### config.mk
export PLATFORM = sky130hd
export DESIGN_NAME = dram_write_sched
export DESIGN_NICKNAME = d
export VERILOG_FILES = /design/src/rtl/dram_write_sched.sv
export SDC_FILE = /design/constraint.sdc
export NUM_CORES = 1
export LEC_CHECK = 0
export ABC_AREA = 0
export CAP_MARGIN = 20
export CORE_AREA = 2 2 259 261
export DETAILED_ROUTE_END_ITERATION = 8
export DIE_AREA = 0 0 261 263
export SYNTH_ARGS = -nofsm -noshare
export SYNTH_HDL_FRONTEND = slang
export SYNTH_SLANG_ARGS = --single-unit
### constraint.sdc
create_clock -name CLK -period 2.4 [get_ports CLK]
set_input_delay 0.72 -clock CLK [delete_from_list [all_inputs] [get_ports CLK]]
set_output_delay 0.72 -clock CLK [all_outputs]
set_load 0.05 [all_outputs]
### src/rtl/dram_write_sched.sv
// Scratchpad row to DRAM write beat scheduler: one latched row is issued as 1..8 beats.
// Optional perf counters are built when DRAM_WRITE_SCHED_PERF_EN is defined.
module dram_write_sched #(
    parameter int DRAM_ADDR_WIDTH = 32,
    parameter int ROW_W           = 512,
    parameter int BEAT_W          = 64
) (
    input  logic                       CLK,
    input  logic                       RST,
    input  logic                       req_valid,
    output logic                       req_ready,
    input  logic [7:0]                 req_id,
    input  logic [DRAM_ADDR_WIDTH-1:0] req_dram_addr,
    input  logic [2:0]                 req_num_request,
    input  logic [ROW_W-1:0]           req_row_data,
    input  logic                       be_stall,
    output logic                       dram_valid,
    output logic                       dram_write,
    input  logic                       dram_ready,
    output logic [DRAM_ADDR_WIDTH-1:0] dram_addr,
    output logic [BEAT_W-1:0]          dram_wdata,
    output logic [4:0]                 dram_num_bytes,
    output logic                       busy,
    output logic                       done_valid,
    output logic [7:0]                 done_id
`ifdef DRAM_WRITE_SCHED_PERF_EN
    ,
    output logic [31:0]                perf_beats,
    output logic [31:0]                perf_stall_cycles
`endif
);

    localparam int NUM_BEATS = ROW_W / BEAT_W;
    localparam int BYTE_SH   = $clog2(BEAT_W / 8);

    typedef enum logic [1:0] {IDLE, ISSUE, DONE} state_t;

    typedef struct packed {
        logic [7:0]                 id;
        logic [DRAM_ADDR_WIDTH-1:0] addr;
        logic [2:0]                 num;
        logic [ROW_W-1:0]           row;
    } req_t;

    state_t state, state_nxt;
    req_t   cur;
    logic [2:0] beat;
    logic [NUM_BEATS-1:0][BEAT_W-1:0] row_beats;
    logic   req_acc, beat_acc, last_beat;

    assign row_beats = cur.row;
    assign req_acc   = req_valid && req_ready;
    assign beat_acc  = (state == ISSUE) && !be_stall && dram_ready;
    assign last_beat = beat_acc && (beat == cur.num);

    always_ff @(posedge CLK) begin
        if (RST) state <= IDLE;
        else     state <= state_nxt;
    end

    always_comb begin
        state_nxt = state;
        case (state)
            IDLE:    if (req_acc)   state_nxt = ISSUE;
            ISSUE:   if (last_beat) state_nxt = DONE;
            DONE:    state_nxt = IDLE;
            default: state_nxt = IDLE;
        endcase
    end

    always_ff @(posedge CLK) begin
        if (RST) begin
            cur  <= '0;
            beat <= '0;
        end else if (req_acc) begin
            cur  <= '{id: req_id, addr: req_dram_addr, num: req_num_request, row: req_row_data};
            beat <= '0;
        end else if (beat_acc) begin
            beat <= beat + 3'd1;
        end
    end

    // Address and data are zeroed outside ISSUE so idle outputs match the reset image.
    always_comb begin
        req_ready      = 1'b0;
        dram_valid     = 1'b0;
        dram_addr      = '0;
        dram_wdata     = '0;
        busy           = 1'b1;
        done_valid     = 1'b0;
        done_id        = '0;
        dram_num_bytes = 5'(BEAT_W / 8);
        case (state)
            IDLE: begin
                req_ready = 1'b1;
                busy      = 1'b0;
            end
            ISSUE: begin
                dram_valid = !be_stall;
                dram_addr  = cur.addr + (DRAM_ADDR_WIDTH'(beat) << BYTE_SH);
                dram_wdata = row_beats[beat];
            end
            DONE: begin
                done_valid = 1'b1;
                done_id    = cur.id;
            end
            default: ;
        endcase
    end

    assign dram_write = dram_valid;

`ifdef DRAM_WRITE_SCHED_PERF_EN
    always_ff @(posedge CLK) begin
        if (RST) begin
            perf_beats        <= '0;
            perf_stall_cycles <= '0;
        end else begin
            if (beat_acc && perf_beats != '1)
                perf_beats <= perf_beats + 32'd1;
            if (state == ISSUE && be_stall && perf_stall_cycles != '1)
                perf_stall_cycles <= perf_stall_cycles + 32'd1;
        end
    end
`endif

endmodule

* Word level (Yosys, flattened, before mapping)
Index checks and enable logic that the tools add are counted.
** Cells by class
- Reduce and logical (&&, ||, !) cells :: 8
- Equality and inequality tests :: 5
- Magnitude comparators :: 1
- Add/sub/neg operators :: 2
- Mux-type cells :: 12
** Operators by type and width (count)
- $bmux W64 S3 :: 1
- $mux W64 :: 2
- $add A32 B6 Y32 :: 1
- $mux W32 :: 1
- $mux W8 :: 1
- $logic_and A1 B1 Y1 :: 4
- $lt A3 B4 Y1 const B :: 1
- $mux W1 :: 4
- $mux W2 :: 2
- $ne A2 B2 Y1 const B :: 2
- $pmux W2 S2 :: 1
- $add A3 B1 Y3 const B :: 1
- $eq A3 B3 Y1 :: 1
- $eq A2 B1 Y1 const B :: 1
- $eq A2 B2 Y1 const B :: 1
- $logic_not A2 Y1 :: 1
- $reduce_and A2 Y1 :: 1
- $reduce_or A2 Y1 :: 1
- $logic_not A1 Y1 :: 1
** Storage, ports and cells
- Word-level logic and storage cells :: 34
- Register bits :: 560
- Output and inout port bits :: 114
- Input bits :: 560

* Logic depth before layout (Yosys ltp)
- Depth after elaboration :: 6
- Gate-level depth with buffers :: 6
- Mapped depth without buffers :: 6

* Worst setup path after synthesis
No wires, ideal clock.
- Path type :: reg-to-output
- Start :: register cur[532] (netlist name)
- End :: output dram_addr[29]
- Data arrival time :: 2472 ps
- Path slack :: -792 ps
- Buffers on the path :: 1
- Cell stages (with the launch flop) :: 6
- Cells stage by stage :: dfxtp_1 -> nand4_2 -> or4_4 -> buf_6 -> or4_1 -> a21oi_1
** On the way
- Longest elaborated chain between the ends :: 2
** Ends and longest elaborated chain
- start: declaration :: RTL line 46 : req_t cur;
- start signal: assignment :: RTL line 76 : cur <= '{id: req_id, addr: req_dram_addr, num: req_num_request, row: req_row_data};
- $add A32 B6 Y32 :: RTL line 100 : dram_addr = cur.addr + (DRAM_ADDR_WIDTH'(beat) << BYTE_SH);
- $mux W32 :: RTL line 93 : case (state)
- end: declaration :: RTL line 20 : output logic [DRAM_ADDR_WIDTH-1:0] dram_addr,
No other way between the ends.

* Final worst setup path
- Start :: register cur[523] (netlist name)
- End :: output dram_addr[24]
Same word-level chain as after synthesis.

==> summary.md <==
| Metric | Value |
|---|---|
| Status | `finished with violations` |
| Failing checks | `negative setup slack` |
| Starting Density | `~33%` |
| Placed Area | `31,400 um2` |
| Synthesized instance count | `1,711` |
| Yosys warning count | `0` |
| Yosys cell types | `45` |
| Vias in the first global route | `between 15,000 and 20,000` |
| Initial antenna violation count | `26` |
| Hold WS | `471 ps` |
| Drt total wl | `~87 mm` |
| Critical Path AT | `around 2600 ps` |
| CP max-delay cell | `or4_4` |
| Height of the die | `~260 um` |
| Fillers | `approximately 5,400` |
| Row Count | `94` |
| Lkg Pwr | `around 13 nW` |
| Slew Limit Fails | `0` |
| Compound-Gate Fraction of Synth Area | `about a quarter` |
| Crit-path max cell delay | `approximately 560 ps` |
| Max H-tree Level | `2` |
| IO Count | `around 670` |
| Final Hold Vio Count | `0` |
| Clock-pin transition on the worst setup and hold timing paths | `roughly 60 ps` |
| Worst Skew | `13.0 ps` |
| Xor/xnor share of the synthesized area | `less than 1%` |
| Worst hold path type | `flop to flop` |
| Final period util | `139%` |
| Critical Setup Path Class | `flop to output pin` |
| Area growth syn-to-layout | `65.9%` |
| Final worst slack | `-932 ps` |
| Post-DP HPWL | `60.8 mm` |
| Clock Latency Late Sink | `slightly above 600 ps` |
| CP Cell Sequence | `nand4_4, or4_4, buf_6, or4_4, a21oi_4, buf_12` |
| Sequential Area | `11,300 um2` |
| # setup viols final | `93` |
| First-pass GRT wire length | `~130 mm` |
| Wire length per cell | `roughly 26 um` |
| TritonCTS clock tree | `yes` |
| Initial DRC count | `~1,300` |
| Clock buffer depth | `3` |
| Routability Congestion | `about 0.9` |
| Crit. End Element | `output pin` |
| Die area | `roughly 69,000 um2` |
| Fmax | `between 300 and 400 MHz` |
| Post-Route Utilization | `between 50% and 60%` |
| Total CTS buffers | `61` |
| Adder-Cell Fraction of Synth Area | `0.324%` |
| Drt pass-1 iters | `5` |
| Final instance area | `35,800 um2` |
| Crit path max fanout | `5` |
| Root Buffer | `clkbuf_16` |
| Seq cells post-synth | `560` |
| Die Wd | `~260 um` |
| Seq/Total Area, Yosys | `between 50% and 60%` |
| Net count, final | `slightly above 3,000` |
| Crit path top cell by count | `or4_4` |
| Multi-input logic area | `approximately 11,000 um2` |
| Via count | `around 19,000` |
| Final antenna-violating net count | `0` |
| DRC | `0` |
| Port Buffer Count | `668` |
| Total grt overflow | `0` |
| Largest family of logic cells by synthesized area | `compound AO/OA/AOI/OAI gates` |
| Peak supply drop | `about 0.56 mV` |
| Core Region | `between 60,000 and 70,000 um2` |
| Required @ worst endpoint | `~1700 ps` |
| Total clock sinks | `between 500 and 600` |
| Share of cells above drive strength 1 | `a little under a third` |
| CP Launch Type | `flop` |
| Post-Synth Simple-Gate Area | `3.75%` |
| Largest net degree at the start of global routing | `78` |
| Syn Std Cell Area | `21,600 um2` |
| PwrDens | `around 670 nW/um2` |
| Total GRT Usage | `roughly 24%` |
| RSZ-0062 raised after global routing | `true` |
| DR vias/cell | `5.48` |
| Mux cell area share after synthesis | `around 16%` |
| Final worst path period need | `3330 ps` |
| Avg Synthesized Cell Area | `12.6 um2` |
| Max_cap viols | `0` |
## routing by layer
layer  vias to the layer above  share of wire [%]  GRT usage [%]
li1                       8284                  -              -
met4                        10                2.5           6.51
met1                      9367                 42           31.6
met3                       149                6.5           4.86
met5                         -              0.085              0
met2                       707                 49           41.4
## metrics by stage
stage | setup slack, ps | setup TNS [ps] | cells | power, W
finish | -932 | -64900 | 3382 | 0.0241
CTS | -974 | -70250 | 3357 | 0.0242
detailed placement | -317 | -13540 | 3191 | 0.0144
floorplan | -283 | -2750 | 1714 | 0.0124
global route | -990 | -72430 | 3377 | 0.0250
global placement | -324 | -12880 | 3191 | 0.0143
## power breakdown
part,internal [W],switching [W],total [W],leakage (nW)
registers,0.0100,0.000419,0.0104,4.61
logic,0.00229,0.00181,0.00410,7.71
clock network,0.00564,0.00396,0.00960,1.02
total,0.0179,0.00619,0.0241,13.3
## worst paths after layout
| check | slack, ps | cells past startpoint | end | from |
|---|---|---|---|---|
| min reg2reg | 470 | 1 | row_beats[458] | row_beats[458] |
| max reg2reg | 490 | 7 | row_beats[227] | state[1] |
| min | 470 | 1 | row_beats[458] | row_beats[458] |
| max | -930 | 6 | dram_addr[24] | cur[523] |
## critical path, delay by kind of cell, from the launching register on
kind	cells	cell delay (ps)
DFF	1	360
buffers and inverters	2	300
AOI/OAI and AO/OA	1	200
and+or+nand+nor	3	1130
## Yosys cell counts (all sizes together)
library cell | count | area, um2
nand2 | 15 | 56.3
and4 | 5 | 45.0
conb | 2 | 7.51
inv | 3 | 11.3
and2 | 15 | 95.1
nand4b | 1 | 8.76
or3 | 4 | 26.3
a21o | 1 | 7.51
dfxtp | 560 | 11200
a22o | 555 | 4860
o21ai | 5 | 25.0
clkbuf | 142 | 533
nor4b | 1 | 8.76
nand2b | 5 | 31.3
nor2b | 2 | 12.5
nand4 | 9 | 68.8
mux2i | 68 | 681
a21oi | 17 | 85.1
nor3b | 1 | 7.51
mux4 | 128 | 2880
nand3 | 8 | 40.0
xnor2 | 9 | 78.8
nor3 | 1 | 5.00
ha | 4 | 50.1
xor2 | 7 | 61.3
fa | 1 | 20.0
buf | 37 | 191
nor4bb | 1 | 10.0
nor4 | 2 | 12.5
o31ai | 8 | 60.1
or2 | 1 | 6.26
nor2 | 81 | 304
a211oi | 2 | 15.0
dlymetal6s2s | 1 | 12.5
or4 | 9 | 72.6
## sequential cells by signal, summed over array words and instances, names as in the netlist
signal and count:
beat 3, row_beats 512, state 2, cur 43
## cells by family (layout without fill, tap and decap cells)
group,after synthesis,in the layout
AO/OA/AOI/OAI,588,588
flip-flops,560,560
multiplexers,196,196
buffers and inverters,183,968
AND/OR/NAND/NOR,161,162
XOR/XNOR,16,16
adder cells (fa/ha/maj),5,5
other,2,23
## area by class of cell
type	count	share of cell area [%]
Clock inverter	25	0.646
Tap cell	864	3.02
Inverter	3	0.0314
Timing Repair Buffer	853	27.7
Multi-Input combinational cell	972	31.9
Clock buffer	87	5.13
Antenna cell	18	0.126
Sequential cell	560	31.4
## cell usage in the layout (no fill, tap or decap), types with 5 or more instances in the layout
| cell type | n |
|---|---|
| mux4_2 | 128 |
| nand2_1 | 14 |
| and2_4 | 14 |
| buf_12 | 89 |
| clkinv_2 | 12 |
| mux2i_2 | 9 |
| clkinvlp_4 | 5 |
| clkbuf_1 | 8 |
| nor2_2 | 13 |
| dfxtp_4 | 8 |
| buf_8 | 25 |
| conb_1 | 5 |
| mux2i_4 | 54 |
| buf_16 | 26 |
| diode_2 | 18 |
| clkdlybuf4s50_1 | 559 |
| buf_4 | 84 |
| a22o_1 | 554 |
| buf_6 | 67 |
| mux2i_1 | 5 |
| or4_4 | 8 |
| clkbuf_16 | 65 |
| dfxtp_2 | 8 |
| a21oi_4 | 17 |
| xnor2_1 | 6 |
| clkbuf_8 | 15 |
| nand4_1 | 7 |
| dfxtp_1 | 544 |
| nor2_4 | 65 |
## timing repair
action                                 in CTS  in global routing
endpoints found under the hold margin       0                  0
gates resized for setup                   193                113
hold buffers                                0                  0
pin swaps                                  27                 34
setup endpoints to repair                 106                108
gates cloned                               24                  2
setup buffers                              30                 17
Note: power is estimated with default switching activity, not from simulation.
